**config.mk**
```make
export PLATFORM = sky130hd
export DESIGN_NAME = muldiv_unit
export DESIGN_NICKNAME = d
export VERILOG_FILES = /design/src/rtl/muldiv_pkg.sv /design/src/rtl/muldiv_unit.sv
export SDC_FILE = /design/constraint.sdc
export NUM_CORES = 1
export LEC_CHECK = 0
export CAP_MARGIN = 30
export CORE_ASPECT_RATIO = 1.5
export CORE_MARGIN = 5
export CORE_UTILIZATION = 50
export DETAILED_ROUTE_END_ITERATION = 7
export GPL_ROUTABILITY_DRIVEN = 0
export PLACE_DENSITY = 0.8
export SLEW_MARGIN = 20
export SYNTH_ARGS = -nofsm -noshare
export SYNTH_HDL_FRONTEND = slang
export SYNTH_SLANG_ARGS = --single-unit
```
**constraint.sdc**
```tcl
create_clock -name clk_i -period 5.08 [get_ports clk_i]
set_input_delay 0.508 -clock clk_i [delete_from_list [all_inputs] [get_ports clk_i]]
set_output_delay 0.508 -clock clk_i [all_outputs]
set_load 0.01 [all_outputs]
```
**src/rtl/muldiv_pkg.sv**
```systemverilog
// Shared definitions for the iterative RV32M multiply/divide unit.
package muldiv_pkg;

    localparam int unsigned DEFAULT_DATA_WIDTH = 32;

    // RV32M operation encoding on op_i
    localparam logic [2:0] OP_MUL    = 3'd0;
    localparam logic [2:0] OP_MULH   = 3'd1;
    localparam logic [2:0] OP_MULHSU = 3'd2;
    localparam logic [2:0] OP_MULHU  = 3'd3;
    localparam logic [2:0] OP_DIV    = 3'd4;
    localparam logic [2:0] OP_DIVU   = 3'd5;
    localparam logic [2:0] OP_REM    = 3'd6;
    localparam logic [2:0] OP_REMU   = 3'd7;

    typedef enum logic [1:0] {
        IDLE,
        CALC,
        DONE
    } state_e;

    // rs1 is treated as signed for mulh, mulhsu, div and rem
    function automatic logic op_a_signed(input logic [2:0] op);
        return (op == OP_MULH) || (op == OP_MULHSU) || (op == OP_DIV) || (op == OP_REM);
    endfunction

    // rs2 is treated as signed for mulh, div and rem
    function automatic logic op_b_signed(input logic [2:0] op);
        return (op == OP_MULH) || (op == OP_DIV) || (op == OP_REM);
    endfunction

endpackage

```
**src/rtl/muldiv_unit.sv**
```systemverilog
// Iterative RV32M multiply/divide unit: radix-2 shift-add multiply and
// restoring divide on magnitudes, sharing one double-width accumulator.
module muldiv_unit
    import muldiv_pkg::*;
#(
    parameter int unsigned DATA_WIDTH = DEFAULT_DATA_WIDTH
) (
    input  logic                  clk_i,
    input  logic                  rst_ni,
    input  logic                  valid_i,
    output logic                  ready_o,
    input  logic [2:0]            op_i,
    input  logic [DATA_WIDTH-1:0] a_i,
    input  logic [DATA_WIDTH-1:0] b_i,
    input  logic                  kill_i,
    output logic                  valid_o,
    input  logic                  ready_i,
    output logic [DATA_WIDTH-1:0] res_o
);

    localparam int unsigned W     = DATA_WIDTH;
    localparam int unsigned CNT_W = $clog2(DATA_WIDTH);
    localparam logic [CNT_W-1:0] LAST_STEP = CNT_W'(DATA_WIDTH - 1);
    localparam logic [W-1:0]     MIN_VAL   = {1'b1, {(W - 1){1'b0}}};

    state_e           state_q;
    logic [2:0]       op_q;
    logic             sa_q;      // effective sign of rs1
    logic             sb_q;      // effective sign of rs2
    logic [W-1:0]     opnd_q;    // multiplicand (mul) or divisor (div) magnitude
    logic [2*W-1:0]   acc_q;     // mul: {partial, multiplier}; div: {remainder, dividend/quotient}
    logic [CNT_W-1:0] cnt_q;
    logic [W-1:0]     res_q;

    logic             a_neg, b_neg, div_zero, div_ovf;
    logic [W-1:0]     a_mag, b_mag, spec_res;
    logic [W:0]       mul_sum, rem_sh, div_diff;
    logic [2*W-1:0]   acc_step, prod;
    logic [W-1:0]     quot, rmdr, fix_res;

    // Decode the incoming request: magnitudes, signs and the early-out cases
    always_comb begin
        a_neg    = op_a_signed(op_i) && a_i[W-1];
        b_neg    = op_b_signed(op_i) && b_i[W-1];
        a_mag    = a_neg ? -a_i : a_i;
        b_mag    = b_neg ? -b_i : b_i;
        div_zero = op_i[2] && (b_i == '0);
        div_ovf  = ((op_i == OP_DIV) || (op_i == OP_REM)) && (a_i == MIN_VAL) && (b_i == '1);
        spec_res = '0;
        if (div_zero) begin
            spec_res = ((op_i == OP_DIV) || (op_i == OP_DIVU)) ? '1 : a_i;
        end else if (div_ovf) begin
            spec_res = (op_i == OP_DIV) ? MIN_VAL : '0;
        end
    end

    // One iteration of the shared datapath plus the sign fixup of its outcome
    always_comb begin
        mul_sum  = {1'b0, acc_q[2*W-1:W]} + (acc_q[0] ? {1'b0, opnd_q} : '0);
        rem_sh   = acc_q[2*W-1:W-1];
        div_diff = rem_sh - {1'b0, opnd_q};
        if (op_q[2]) begin
            // Keep the trial subtraction only if it did not borrow
            if (!div_diff[W]) begin
                acc_step = {div_diff[W-1:0], acc_q[W-2:0], 1'b1};
            end else begin
                acc_step = {rem_sh[W-1:0], acc_q[W-2:0], 1'b0};
            end
        end else begin
            acc_step = {mul_sum, acc_q[W-1:1]};
        end
        prod = (sa_q ^ sb_q) ? -acc_step : acc_step;
        quot = (sa_q ^ sb_q) ? -acc_step[W-1:0] : acc_step[W-1:0];
        rmdr = sa_q ? -acc_step[2*W-1:W] : acc_step[2*W-1:W];
        case (op_q)
            OP_MUL:                       fix_res = prod[W-1:0];
            OP_MULH, OP_MULHSU, OP_MULHU: fix_res = prod[2*W-1:W];
            OP_DIV, OP_DIVU:              fix_res = quot;
            default:                      fix_res = rmdr;
        endcase
    end

    // Control FSM and datapath registers; kill outranks every transition
    always_ff @(posedge clk_i) begin
        if (!rst_ni) begin
            state_q <= IDLE;
            op_q    <= OP_MUL;
            sa_q    <= 1'b0;
            sb_q    <= 1'b0;
            opnd_q  <= '0;
            acc_q   <= '0;
            cnt_q   <= '0;
            res_q   <= '0;
        end else if (kill_i) begin
            state_q <= IDLE;
            cnt_q   <= '0;
        end else begin
            case (state_q)
                IDLE: begin
                    if (valid_i) begin
                        if (div_zero || div_ovf) begin
                            res_q   <= spec_res;
                            state_q <= DONE;
                        end else begin
                            op_q    <= op_i;
                            sa_q    <= a_neg;
                            sb_q    <= b_neg;
                            opnd_q  <= op_i[2] ? b_mag : a_mag;
                            acc_q   <= {{W{1'b0}}, (op_i[2] ? a_mag : b_mag)};
                            cnt_q   <= '0;
                            state_q <= CALC;
                        end
                    end
                end
                CALC: begin
                    acc_q <= acc_step;
                    cnt_q <= cnt_q + 1'b1;
                    if (cnt_q == LAST_STEP) begin
                        res_q   <= fix_res;
                        cnt_q   <= '0;
                        state_q <= DONE;
                    end
                end
                DONE: begin
                    if (ready_i) begin
                        state_q <= IDLE;
                    end
                end
                default: state_q <= IDLE;
            endcase
        end
    end

    assign ready_o = rst_ni && (state_q == IDLE);
    assign valid_o = (state_q == DONE);
    assign res_o   = res_q;

endmodule
```
==> flow_summary.toml <==
[clocking]
clk_pin_slew_ns = 0.06
tritoncts = "yes"
cts_inserted_buffers = 17
cts_buffer_depth = 2
htreeDepth = 4
root_buffer = "clkbuf_16"
clock_latency_ns = 0.46
cts_sinks = 140

[synthesis]
synth_area_per_cell_um2 = 7.17
postSynthCellCount = 2247
synth_edf_count = 0
synth.net_count = 2392
synthFlopType = "dfxtp_1"
yosysUniqueCellTypes = 99
synth_warnings = 0
synth-seq-cells = 140
ys_seq_area_frac = 0.174
yosysTopAreaCell = "dfxtp_1"
syn_area_mm2 = 0.0161
synth_area_leaders = "dfxtp_1, a21oi_1, ha_1"
ys_async_sr_fraction = 0
synth_top_cell_area_share = 0.174

[power]
p_sw_w = 0.00150
p_total_w = 0.00406
power_frac_seq = 0.292
intPower_w = 0.00256
swShare = 0.370
p_clk_frac = 0.352
leakagePower_nw = 7.41
power.density_mw_per_mm2 = 214
ir_drop_mv = 0.216
pwr-share-comb = 0.356

[global_route]
antenna_found_initial = 4
grt_max_degree = 103
gr-total-overflow = 0
grt_pass1_wl_um = 105000
grt_use_total = 0.370
grt_pass1_vias = 18700

[worst_hold_path]
hold_class = "in -> reg"

[die]
fp.dieW_um = 157
rows = 80
initial_core_util = 0.506
dieArea_mm2 = 0.0360
core_mm2 = 0.0318
ios = 106
dieHeight_um = 230

[flow_run]
maxCapViolCount = 0

[place]
port_buffers = 105
dpl.hpwl_um = 50500
dp_cells = 2735
dpl_worst_slack_ns = -0.0631
dpl-instance-area_mm2 = 0.0181

[worst_setup_path]
worst-path-max-fanout = 15
slowest_stage = "ha_1"
critPathLaunchType = "flop"
end_kind = "flop"
crit_required_ns = 5.42
arrival_ns = 5.36
path_common_cell = "buf_4"
crit_type = "reg -> reg"
path_cells = "inv_1, ha_1, nand4_1, nor4_4, and2_1, o211ai_1, a211oi_4, buf_4, o22ai_1, a21oi_1, and4_1, buf_4, nand4_1, buf_4, o31ai_1, xnor2_1, a221oi_1, buf_4, nor2_1"
max_stage_delay_ns = 0.52

[route]
firstDrtPassIters = 8
ant_nets = 0
drcViolationCount = 2
drt_first_iter_violations = 2869
dr_total_vias = 19400
viasPerCell = 6.98
routedWlPerCell_um = 24.6
wl_um = 68200

[cells_and_area]
finalNonFillerCells = 2775
fillers = 2878
nets = 2495
layout-drive-gt1-share = 0.110
syn2layout_area_growth_pct = 17.8
final_area_mm2 = 0.0190
seqCellArea_mm2 = 0.00281
multiInputGateArea_mm2 = 0.0127

[outcome]
violations = "DRC"
run_status = "complete, but fails checks"

[sta]
setup_viol = 0
period_share = 0.988
tightest_slew_ns = 0.976
relSlewSlack = 0.346
finalHoldViolCount = 0
drv_slew = 0
finalCriticalPeriod_ns = 5.02
setup-tns-final_ns = 0
clock.fmax_mhz = 199
skew_ns = 0.00944
fin_ws_ns = 0.0601
-- kinds of logic (layout without fill, tap and decap cells) --
logic type | after synthesis | after routing | synth area share
xor+xnor | 179 | 179 | 0.0972
compound gates | 769 | 769 | 0.322
mux | 72 | 72 | 0.0453
fa+ha+maj | 73 | 73 | 0.0576
buf+inv | 216 | 331 | 0.0526
other cells | 0 | 3 | 0
flops | 140 | 140 | 0.174
simple gates | 798 | 798 | 0.251
-- power by group through the flow --
stage                     combinational, W  sequential [W]  clock [W]
after floorplan                   0.000855         0.00119          0
after global placement             0.00129         0.00120          0
after detailed placement           0.00132         0.00121          0
after CTS                          0.00133         0.00118    0.00143
after global routing               0.00151         0.00119    0.00147
final                              0.00145         0.00119    0.00143
-- final timing paths --
| path | from | to | slack [ns] | cells past startpoint |
|---|---|---|---|---|
| max | opnd_q[19] | res_o[27] | 0.06 | 19 |
| min | rst_ni | res_o[2] | 0.47 | 2 |
| max reg2reg | opnd_q[19] | res_o[27] | 0.06 | 19 |
| min reg2reg | res_o[2] | res_o[2] | 0.50 | 1 |
-- synth_stat cells, types with 61 or more instances --
cell type and n:
nor2_1 183, o211ai_1 65, mux2i_1 64, dfxtp_1 140, nor3_1 61, o21ai_0 153, a21oi_1 181, clkbuf_1 117
nand2_1 184, ha_1 71, xnor2_1 101, xor2_1 78, nand3_1 71
-- layout make-up --
type,instances,area share
clock inverters,11,0.0100
flip-flops and latches,140,0.148
well taps,410,0.0270
multi-input cells,1891,0.668
repair buffers,239,0.111
inverters,61,0.0121
clock buffers,20,0.0240
diodes,3,0.000395
-- critical path, delay by kind of cell (launching register included) --
kind / cells / cell delay [ns]
xor gates and xnor gates: 1 / 0.11
DFF: 1 / 0.35
buffers and inverters: 5 / 0.88
and+or+nand+nor: 6 / 1.39
AOI/OAI and AO/OA: 6 / 1.65
adders and majority gates: 1 / 0.52
-- sequential cells by signal, summed over array words and instances (netlist names) --
register  flops
res_o        32
state_q       2
opnd_q       32
acc_q        64
cnt_q         5
sb_q          1
sa_q          1
op_q          3
-- routing by layer --
layer,share of wire,vias to the layer above,global-route usage,wire length [µm]
met1,0.32,8835,0.392,22100
met4,0.11,2,0.319,7720
met3,0.11,497,0.104,7780
li1,-,8547,-,-
met5,0.00021,-,0,14
met2,0.45,1478,0.595,30600
-- repair_timing --
item	4_1_cts	5_1_grt
setup buffers	0	3
endpoints found under the setup margin	4	16
gates resized for setup	2	31
hold buffers	0	0
pin swaps	0	3
-- layout by cell type (no fill, tap or decap), types with 15 or more instances in the layout --
| cell type | n |
|---|---|
| nand2_1 | 184 |
| a21oi_1 | 180 |
| nor2_1 | 180 |
| o21ai_0 | 151 |
| dfxtp_1 | 138 |
| buf_4 | 128 |
| clkdlybuf4s50_1 | 103 |
| xnor2_1 | 98 |
| xor2_1 | 77 |
| nand3_1 | 70 |
| ha_1 | 69 |
| o211ai_1 | 65 |
| mux2i_1 | 64 |
| nor3_1 | 60 |
| inv_1 | 58 |
| and2_1 | 57 |
| nor2b_1 | 57 |
| a211oi_1 | 41 |
| a31oi_1 | 36 |
| a21boi_0 | 31 |
| nand4_1 | 29 |
| a21o_1 | 29 |
| o211a_1 | 25 |
| o31ai_1 | 25 |
| nand2b_1 | 24 |
| o221ai_1 | 20 |
| or2_2 | 18 |
| or3_1 | 18 |
| and3_1 | 17 |
| clkbuf_16 | 17 |
| nor4_1 | 16 |
| o21a_1 | 15 |
| or4_1 | 15 |
-- metrics by stage --
step	util	hold WS, ns
global route	0.596	0.474
floorplan	-	0.453
detailed placement	0.569	0.491
finish	0.597	0.472
CTS	0.590	0.455
global placement	0.569	0.472
Note: power is estimated with default switching activity, not from simulation.
